$ cat config.mk
export PLATFORM = sky130hd
export DESIGN_NAME = dwc_parallel_window
export DESIGN_NICKNAME = d
export VERILOG_FILES = /design/src/rtl/dwc_parallel_window.sv
export SDC_FILE = /design/constraint.sdc
export NUM_CORES = 1
export LEC_CHECK = 0
export BUFFER_PORTS_ARGS = -buffer_cell sky130_fd_sc_hd__buf_2
export CAP_MARGIN = 40
export CORE_UTILIZATION = 45
export CTS_CLUSTER_SIZE = 14
export DETAILED_ROUTE_END_ITERATION = 8
export PLACE_DENSITY = 0.75
export RECOVER_POWER = 50
export SLEW_MARGIN = 20
export SYNTH_ARGS = -nofsm -noshare
export SYNTH_HDL_FRONTEND = slang
export SYNTH_SLANG_ARGS = --single-unit
$ cat constraint.sdc
create_clock -name ap_clk -period 7.4 [get_ports ap_clk]
set_clock_uncertainty 0.15 [all_clocks]
set_input_delay 0.74 -clock ap_clk [delete_from_list [all_inputs] [get_ports ap_clk]]
set_output_delay 0.74 -clock ap_clk [all_outputs]
set_load 0.01 [all_outputs]
$ cat src/rtl/dwc_parallel_window.sv
// rtl/dwc_parallel_window.sv - unpacks one wide sliding-window beat into NF*SF narrow SIMD x PE beats
//
// Purpose:
//   Holds one complete window (KERNEL_PROD kernel positions x CHANNELS channels)
//   and replays it as NF*SF output beats in fold order: nf outer, sf inner.
//   Output lane (s, p) carries activation (k = nf*PE + p, c = sf*SIMD + s).
//
// Ports:
//   ap_clk                in   clock, rising edge
//   ap_rst_n              in   asynchronous active-low reset
//   s_axis_input_tdata    in   IN_WIDTH window, activation (k, c) at [(k*CHANNELS+c)*AW +: AW]
//   s_axis_input_tvalid   in   input valid
//   s_axis_input_tready   out  input ready
//   m_axis_output_tdata   out  OUT_WIDTH beat, lane (s, p) at [(s*PE+p)*AW +: AW]
//   m_axis_output_tvalid  out  output valid
//   m_axis_output_tready  in   output ready
//
// Configuration:
//   DWC_PARALLEL_WINDOW_ASSERT_EN  compiles in simulation-only protocol assertions.

module dwc_parallel_window #(
  parameter int SIMD             = 3,
  parameter int PE               = 2,
  parameter int CHANNELS         = 9,
  parameter int KERNEL_PROD      = 4,
  parameter int ACTIVATION_WIDTH = 4,
  parameter int IN_WIDTH         = 144,
  parameter int OUT_WIDTH        = 24
) (
  input  logic                 ap_clk,
  input  logic                 ap_rst_n,
  input  logic [IN_WIDTH-1:0]  s_axis_input_tdata,
  input  logic                 s_axis_input_tvalid,
  output logic                 s_axis_input_tready,
  output logic [OUT_WIDTH-1:0] m_axis_output_tdata,
  output logic                 m_axis_output_tvalid,
  input  logic                 m_axis_output_tready
);

  localparam int AW   = ACTIVATION_WIDTH;
  localparam int SF   = CHANNELS / SIMD;
  localparam int NF   = KERNEL_PROD / PE;
  localparam int NF_W = (NF > 1) ? $clog2(NF) : 1;
  localparam int SF_W = (SF > 1) ? $clog2(SF) : 1;
  localparam int K_W  = (KERNEL_PROD > 1) ? $clog2(KERNEL_PROD) : 1;
  localparam int C_W  = (CHANNELS > 1) ? $clog2(CHANNELS) : 1;

  typedef logic [KERNEL_PROD-1:0][CHANNELS-1:0][AW-1:0] window_t;
  typedef logic [SIMD-1:0][PE-1:0][AW-1:0]              beat_t;
  typedef logic [NF_W-1:0]                               nf_t;
  typedef logic [SF_W-1:0]                               sf_t;

  localparam nf_t NF_LAST = nf_t'(NF - 1);
  localparam sf_t SF_LAST = sf_t'(SF - 1);

  // Parameter consistency is checked at elaboration.
  if (IN_WIDTH != KERNEL_PROD * CHANNELS * ACTIVATION_WIDTH) begin : g_in_width_err
    $error("IN_WIDTH must equal KERNEL_PROD*CHANNELS*ACTIVATION_WIDTH");
  end
  if (OUT_WIDTH != SIMD * PE * ACTIVATION_WIDTH) begin : g_out_width_err
    $error("OUT_WIDTH must equal SIMD*PE*ACTIVATION_WIDTH");
  end
  if ((CHANNELS % SIMD) != 0) begin : g_simd_err
    $error("SIMD must divide CHANNELS");
  end
  if ((KERNEL_PROD % PE) != 0) begin : g_pe_err
    $error("PE must divide KERNEL_PROD");
  end

  window_t window_q;
  logic    full_q, full_d;
  nf_t     nf_q, nf_d;
  sf_t     sf_q, sf_d;
  beat_t   beat;

  logic last_beat;
  logic in_hs;
  logic out_hs;

  assign last_beat = (nf_q == NF_LAST) && (sf_q == SF_LAST);

  // Ready may look at the output side only on the last beat, so a new
  // window can replace the old one in the same edge the last beat leaves.
  assign s_axis_input_tready  = ap_rst_n & (~full_q | (last_beat & m_axis_output_tready));
  assign m_axis_output_tvalid = full_q;

  assign in_hs  = s_axis_input_tvalid & s_axis_input_tready;
  assign out_hs = full_q & m_axis_output_tready;

  always_comb begin
    full_d = full_q;
    nf_d   = nf_q;
    sf_d   = sf_q;
    if (in_hs) begin
      full_d = 1'b1;
      nf_d   = '0;
      sf_d   = '0;
    end else if (out_hs) begin
      if (sf_q == SF_LAST) begin
        sf_d = '0;
        if (nf_q == NF_LAST) begin
          nf_d   = '0;
          full_d = 1'b0;
        end else begin
          nf_d = nf_q + nf_t'(1);
        end
      end else begin
        sf_d = sf_q + sf_t'(1);
      end
    end
  end

  always_ff @(posedge ap_clk or negedge ap_rst_n) begin
    if (!ap_rst_n) begin
      full_q <= 1'b0;
      nf_q   <= '0;
      sf_q   <= '0;
    end else begin
      full_q <= full_d;
      nf_q   <= nf_d;
      sf_q   <= sf_d;
    end
  end

  // Window payload is pure data; it needs no reset because full_q gates it.
  always_ff @(posedge ap_clk) begin
    if (in_hs) begin
      window_q <= window_t'(s_axis_input_tdata);
    end
  end

  // Output lanes are a register-only mux selected by the fold counters.
  always_comb begin
    logic [K_W-1:0] k_idx;
    logic [C_W-1:0] c_idx;
    beat  = '0;
    k_idx = '0;
    c_idx = '0;
    for (int s = 0; s < SIMD; s++) begin
      for (int p = 0; p < PE; p++) begin
        k_idx      = K_W'(int'(nf_q) * PE + p);
        c_idx      = C_W'(int'(sf_q) * SIMD + s);
        beat[s][p] = window_q[k_idx][c_idx];
      end
    end
  end

  assign m_axis_output_tdata = beat;

`ifdef DWC_PARALLEL_WINDOW_ASSERT_EN
  a_hold: assert property (@(posedge ap_clk) disable iff (!ap_rst_n)
    (m_axis_output_tvalid && !m_axis_output_tready)
      |=> (m_axis_output_tvalid && $stable(m_axis_output_tdata)));

  a_no_overwrite: assert property (@(posedge ap_clk) disable iff (!ap_rst_n)
    (in_hs && full_q) |-> (last_beat && m_axis_output_tready));

  a_nf_range: assert property (@(posedge ap_clk) disable iff (!ap_rst_n)
    (int'(nf_q) < NF));

  a_sf_range: assert property (@(posedge ap_clk) disable iff (!ap_rst_n)
    (int'(sf_q) < SF));
`else
`endif

endmodule

# Yosys cells after proc, flatten, opt, wreduce, memory -nomap -nowiden
# Index checks and enable logic that the tools add are counted.
# totals
regBits,148
in_bits,148
out_inout_bits,26
# classes
addsub,5
mul,1
order_cmp,5
n_eq_ne,1
mux,27
n_bitwise,6
reduce_logical,6
# ops
operator,count
two-way mux 36 bit,3
binary-select mux 4 bit (select 4 bit),6
binary-select mux 36 bit (select 2 bit),1
two-way mux 4 bit,6
less-than comparator 4 x 5 -> 1 bit (second input constant),3
adder 4 x 2 -> 4 bit (second input constant),2
two-way mux 1 bit,8
less-than comparator 2 x 3 -> 1 bit (second input constant),2
two-way mux 2 bit,3
nonzero test 2 bit,3
adder 2 x 1 -> 2 bit (second input constant),2
AND 1 bit,4
multiplier 2 x 2 -> 4 bit (second input constant),1
AND reduction 3 bit,1
== test 2 bit (second input constant),1
AND reduction 2 bit,1
adder 1 bit (second input constant),1
logical AND 1 bit,1
NOT 1 bit,1
OR 1 bit,1

# Longest topological paths before layout
# Gate-level depths: netlist of the first run.
# logic_depth
depth_word,8
depth_mapped,11
depth_no_buf,6

# Worst setup path after synthesis of the first run
# OpenSTA, ideal clock, no wires.
# synth_path
kind,reg-to-reg
from,register sf_q[0]
to,"register window_q[0] (netlist name), enable pin"
setup_time_ns,0.561
arrival_ns,5.951
t_required_ns,6.689
path_slack_ns,0.738
stages_incl_launch_ff,11
path_buffers,5
path_cell_list,dfrtp_1 buf_2 buf_2 buf_2 clkinv_1 ha_1 clkbuf_1 nand3_1 nand2_1 and3_1 clkbuf_1
# synth_via
elab_chain_len,6
# synth_lines
element,line_no,rtl
"start, declared",73,"sf_t sf_q, sf_d;"
"start signal, assigned",117,sf_q <= '0;
"start signal, assigned",121,sf_q <= sf_d;
== test 2 bit,80,assign last_beat = (nf_q == NF_LAST) && (sf_q == SF_LAST);
logical AND 1 bit,80,
AND 1 bit,84,assign s_axis_input_tready = ap_rst_n & (~full_q | (last_beat & m_axis_output_tready));
OR 1 bit,84,
AND 1 bit,84,
AND 1 bit,87,assign in_hs = s_axis_input_tvalid & s_axis_input_tready;
"end signal, assigned",128,window_q <= window_t'(s_axis_input_tdata);
"end, declared",70,window_t window_q;
# No other way between the ends.
# A chain may end at the register's enable or synchronous reset.

# Worst setup path in the final report of the first run
# layout_path
from,register sf_q[0]
to,"register window_q[66] (netlist name), enable pin"
# Same word-level chain as after synthesis.

==> reports/results.tsv, run 1 <==
metric	value	unit
status	finished with violations	
violations	max-capacitance violations, max-slew violations	
core	15300	um^2
die_w	127	um
cts_max_path_buffers	2	
dpl.hpwl	11.2	mm
swShare	37.5	%
synthArstFlopShare	2.70	%
worstMarginPinSlew	2.14	ns
clock_power_share	21.8	%
cp_cell_sequence	clkinv_1 > ha_1 > nand3_1 > nand2_1 > and3_1 > buf_4 > buf_16	
antennaDiodeCount	0	
fin_tns_setup	0	ns
final_layout_size_suffix_gt1_share	45.7	%
internal-power	2200	uW
ys_warn_count	0	
routed_wl	15.7	mm
crit_cells	7	
cts_tree	built	
final-setup-viol-count	0	
p_seq_share	31.2	%
cp-end-kind	register	
hold_violations	0	
clk_latency	0.42	ns
cts-buffers-inserted	17	
synth-seq-cells	148	
drc_errors	0	
syn-instance-count	417	
wl_per_cell	19.5	um
dieArea	16200	um^2
drtIter0Drc	475	
area_growth	22.6	%
period_share	67.9	%
gp_congestion	0.786	
ir_drop	0.237	mV
die_h	127	um
ios	174	
vias_per_cell	5.59	
fin_util	56.7	%
crit_path_start_kind	register	
overflow	0	
cellPowerDensity	408	nW/um^2
antenna_found_initial	0	
cts.sinks	148	
yosysSeqAreaShare	62.7	%
synth_ff_type	edfxtp_1	
switchingPower	1320	uW
cp_slowest_cell	and3_1	
cts.htree.levels	4	
rsz0062_at_grt	false	
fmax	199	MHz
avgSynthCellArea	16.9	um^2
grt_usage	20.4	%
rows	45	
cellLeakagePower	0.00311	uW
clockRootBuffer	clkbuf_16	
hp-class	in2reg	
cp_top_family	simple AND/OR/NAND/NOR gates	
final_nets	737	
grt_start_max_net_pins	52	
slew_headroom	-42.8	%
cp.arrival	4.98	ns
grt_pass1_wl	24.3	mm
worst_path_largest_cell_delay	1.61	ns
cap_violations	1	
r2r_cells	7	
hold_depth	1	
drt_first_pass_iters	5	
grt_pass1_vias	4472	
timing.critical_path.buf_inv	3	
clkTransAtPathRegs	0.06	ns
start_util	46.2	%
crit_fanout	51	
syn_nets	570	
slew_violations	51	
synth.distinct_cells	37	
critPathKind	reg2reg	
crit_required	7.36	ns
power.total	3530	uW
num_vias	4514	
postRouteAntennaNets	0	
period_needed	5.03	ns
port_buffers	173	
syn_area	7060	um^2
fillerInstances	1221	
comb_power_share	47.0	%
synth-edff-count	144	
-- cells by family after synthesis --
family	count (synthesis)	share of synthesized area [%]
multiplexers	88	21.7
flip-flops	148	62.7
adder cells (fa/ha/maj)	5	0.887
AND/OR/NAND/NOR	73	4.93
buffers and inverters	37	2.98
AO/OA/AOI/OAI	64	6.56
XOR/XNOR	2	0.248
-- cells in the mapped netlist, types with 2 or more instances --
library cell | number | area share (%)
a31oi_1 | 11 | 0.98
o21ai_1 | 2 | 0.14
buf_4 | 6 | 0.64
buf_2 | 8 | 0.57
buf_6 | 3 | 0.48
a211oi_2 | 5 | 0.89
dfrtp_1 | 4 | 1.4
nand2_1 | 13 | 0.69
o211ai_1 | 3 | 0.32
mux2i_1 | 28 | 4.0
o221ai_1 | 6 | 0.74
nor3_1 | 11 | 0.78
a221oi_1 | 5 | 0.62
mux2_2 | 9 | 1.4
nor4b_1 | 5 | 0.62
ha_1 | 5 | 0.89
inv_1 | 2 | 0.11
a22o_1 | 8 | 0.99
nand3_1 | 9 | 0.64
mux4_2 | 51 | 16
nor2b_1 | 4 | 0.35
buf_1 | 5 | 0.27
and2_1 | 2 | 0.18
a21oi_1 | 20 | 1.4
edfxtp_1 | 144 | 61
nor2_1 | 26 | 1.4
clkbuf_1 | 11 | 0.59
o2111ai_1 | 2 | 0.25
-- stage by stage --
stage          hold WS [ns]  std cells  area, um^2  setup slack (ns)
3_3_place_gp          0.408        771        8040              2.79
2_1_floorplan         0.294        417        7060             0.738
6_report              0.336        808        8650              2.37
3_5_place_dp          0.424        774        8110              3.00
5_1_grt               0.322        808        8650              1.87
4_1_cts               0.322        807        8650              2.52
-- cell type report --
class,count,area (um^2),share of cell area [%]
Clock buffer,17,425,4.92
Clock inverter,15,109,1.26
Inverter,3,11.3,0.130
Multi-Input combinational cell,232,2430,28.1
Sequential cell,148,4430,51.2
Tap cell,211,264,3.05
Timing Repair Buffer,182,976,11.3
-- worst register-to-register path: stages (launching register included) --
cell and delay (ns):
dfrtp_4 0.47, clkinv_1 0.32, ha_1 0.76, nand3_1 0.19, nand2_1 0.12, and3_1 1.61, buf_4 0.75, buf_16 0.32
-- layout by cell type (no fill, tap or decap), types with 5 or more instances in the layout --
cell type,n
mux4_2,51
nor3_1,11
o221ai_1,6
a21oi_1,20
a31oi_1,11
a22o_1,8
nand3_1,9
clkinv_4,8
clkbuf_16,17
mux2_2,9
mux2i_1,28
nor4b_1,5
a211oi_2,5
edfxtp_1,144
nor2_1,26
buf_2,167
nand2_1,13
a221oi_1,5
clkbuf_1,6
-- final timing paths --
path	startpoint	endpoint	slack [ns]
setup / recovery	sf_q[0]	window_q[66]	2.37
hold / removal	s_axis_input_tdata[0]	window_q[0]	0.34
setup reg to reg	sf_q[0]	window_q[66]	2.37
hold reg to reg	sf_q[1]	sf_q[1]	0.47
max in group asynchronous	ap_rst_n	nf_q	6.24
min in group asynchronous	ap_rst_n	sf_q[1]	0.58
-- sequential cells by signal, summed over array words and instances (netlist names) --
| name | count |
|---|---|
| sf_q | 2 |
| window_q | 144 |
| nf_q | 1 |
| m_axis_output_tvalid | 1 |
-- layer usage --
layer / up-vias / track usage, % / share of wire, %
met5: - / 0 / 0
met4: 0 / 5.88 / 0.89
met3: 11 / 4.56 / 5.6
met2: 174 / 32.2 / 49
met1: 2270 / 28.5 / 44
li1: 2059 / - / -
-- timing repair --
| action | 4_1_cts | 5_1_grt |
|---|---|---|
| hold buffers | 1 | 0 |
| endpoints found under the hold margin | 4 | 0 |
| setup buffers | 0 | 0 |
| gates resized for setup | 0 | 0 |
-- power groups by stage --
stage / logic (uW) / clock network [uW] / registers, uW
after CTS: 1680 / 787 / 1100
after floorplan: 1240 / 0 / 1080
after global placement: 1630 / 0 / 1110
after global routing: 1810 / 821 / 1110
final: 1660 / 769 / 1100
after detailed placement: 1670 / 0 / 1120
Note: power is estimated with default switching activity, not from simulation.
==> run 2: changes to the inputs <==
Settings changed: PLACE_DENSITY 0.75 to 0.78.
Clock period 7.4 ns to 4.2 ns, I/O delays scaled along.
==> reports/results.tsv, run 2 (same netlist as run 1, synthesis figures left out) <==
metric	value	unit	change
period_share	86.4	%	was 67.9%
area_growth	26.6	%	was 22.6%
cp.arrival	3.49	ns	was 4.98 ns
reg_top3	window_q (144), sf_q (2)		unchanged
rows	45		unchanged
core	15300	um^2	unchanged
regMostFlops	window_q		unchanged
seqCellArea	4430	um^2	unchanged
fmax	276	MHz	was 199 MHz
drtIter0Drc	324		was 475
drt_first_pass_iters	5		unchanged
overflow	0		unchanged
slew_headroom	-21.0	%	was -42.8%
die_w	127	um	unchanged
highest_layer	met4		unchanged
cp-end-kind	register		unchanged
timing.final.ws_setup	0.572	ns	was 2.37 ns
cts_max_path_buffers	2		unchanged
dp_cells	780		was 774
fillerInstances	1167		was 1221
crit_required	4.06	ns	was 7.36 ns
comb_power_share	47.0	%	about the same
gp_congestion	0.764		was 0.786
start_util	46.2	%	unchanged
cellLeakagePower	0.00323	uW	was 0.00311 uW
grt_usage	21.3	%	was 20.4%
internal-power	4060	uW	was 2200 uW
routed_wl	16.6	mm	was 15.7 mm
largest_reg_flops	144		unchanged
cap_violations	2		was 1
rsz0062_at_grt	false		unchanged
grt_pass1_vias	4765		was 4472
cellPowerDensity	716	nW/um^2	was 408 nW/um^2
wl_met1	6.91	mm	was 6.96 mm
cts.htree.levels	4		unchanged
antenna_found_initial	0		unchanged
dieArea	16200	um^2	unchanged
antennaDiodeCount	0		unchanged
power.total	6400	uW	was 3530 uW
wl_per_cell	19.9	um	was 19.5 um
instances_no_fill	836		was 808
dpl.hpwl	11.6	mm	was 11.2 mm
clk_latency	0.42	ns	about the same
clock_power_share	22.8	%	was 21.8%
cts_tree	built		unchanged
vias_per_cell	5.55		was 5.59
multiInputGateArea	2420	um^2	was 2430 um^2
routed-wl-met2	8.11	mm	was 7.75 mm
fin_tns_setup	0	ns	unchanged
port_buffers	173		unchanged
hold_violations	0		unchanged
status	finished with violations		unchanged
clkTransAtPathRegs	0.06	ns	about the same
final_layout_size_suffix_gt1_share	44.5	%	was 45.7%
clockRootBuffer	clkbuf_16		unchanged
critPathKind	reg2reg		unchanged
grt_pass1_wl	25.4	mm	was 24.3 mm
cts-resized-gates	0		unchanged
violations	max-capacitance violations, max-slew violations		unchanged
num_vias	4640		was 4514
hp-class	in2reg		unchanged
drc_errors	0		unchanged
swShare	36.5	%	was 37.5%
die_h	127	um	unchanged
cts-buffers-inserted	17		unchanged
final_common_cell	buf_2		unchanged
postRouteAntennaNets	0		unchanged
final-setup-viol-count	0		unchanged
place_ws	1.13	ns	was 3.00 ns
grt_start_max_net_pins	75		was 52
slew_violations	150		was 51
worstMarginPinSlew	1.81	ns	was 2.14 ns
mostFrequentLayoutCells	buf_2, edfxtp_1, mux4_2, mux2i_1, nor2_1		unchanged
final_nets	766		was 737
route.met3.wl	1.15	mm	was 879 um
ir_drop	0.394	mV	was 0.237 mV
period_needed	3.63	ns	was 5.03 ns
crit_path_start_kind	register		unchanged
p_seq_share	30.3	%	was 31.2%
ios	174		unchanged
crit_fanout	74		was 51
cts.sinks	148		unchanged
switchingPower	2340	uW	was 1320 uW
==> run 2: cell types whose count changed in the layout (fill, tap and decap cells not counted) <==
cell           delta
buf_8             -1
xnor2_1           +1
buf_4             +5
clkbuf_1          +1
buf_2             +1
clkinvlp_4        +3
clkinv_1          -2
clkbuf_2          +3
clkinv_4          -6
clkbuf_4          -1
dlygate4sd3_1    +23
bufinv_16         +2
xnor2_2           -1
==> run 2: worst paths after layout <==
check / to / slack, ns / start / depth (start not counted)
max: window_q[94] / 0.57 / nf_q / 6
min in group asynchronous: sf_q[0] / 0.25 / ap_rst_n / 2
min reg2reg: sf_q[1] / 0.49 / sf_q[1] / 2
max reg2reg: window_q[94] / 0.57 / nf_q / 6
min: window_q[16] / 0.02 / s_axis_input_tdata[16] / 1
max in group asynchronous: nf_q / 3.39 / ap_rst_n / 2
==> run 2: metal layers <==
| layer | GRT usage, % | vias to the layer above |
|---|---|---|
| li1 | - | 2108 |
| met1 | 28.2 | 2279 |
| met2 | 33.6 | 219 |
| met3 | 5.90 | 34 |
| met4 | 8.47 | 0 |
| met5 | 0 | - |
==> run 2: timing repair <==
item | 4_1_cts | 5_1_grt
hold endpoints to repair | 15 | 12
hold buffers | 12 | 12
setup buffers | 0 | 0
==> run 2: stage by stage <==
step	utilization [%]	instance area [um^2]	hold slack, ns
after floorplan	-	7060	-0.0256
after global placement	53.1	8110	0.0951
after detailed placement	53.5	8160	0.103
after CTS	58.0	8850	0.000348
after global routing	58.5	8930	0.000396
final	58.5	8930	0.0202
==> run 2: cell type report <==
cell class                 instances  share of cell area, %
clock buffer                      19                   4.85
clock inverter                    12                   1.47
inverter                           3                  0.126
multi-input combinational        232                   27.1
sequential                       148                   49.6
tap                              211                   2.96
timing repair buffer             211                   13.9
==> run 2: critical path: stages (launching register included) <==
cell and delay (ns):
dfrtp_4 0.72, buf_16 0.31, buf_4 0.28, nand3_1 0.12, nand2_1 0.09, and3_1 0.18, clkbuf_2 1.29
==> run 2: power by group through the flow <==
| stage | clock network (uW) | registers (uW) | logic, uW |
|---|---|---|---|
| after floorplan | 0 | 1870 | 2190 |
| after global placement | 0 | 2020 | 2860 |
| final | 1460 | 1940 | 3000 |
| after detailed placement | 0 | 1960 | 3010 |
| after global routing | 1540 | 1960 | 3250 |
| after CTS | 1490 | 1930 | 3030 |
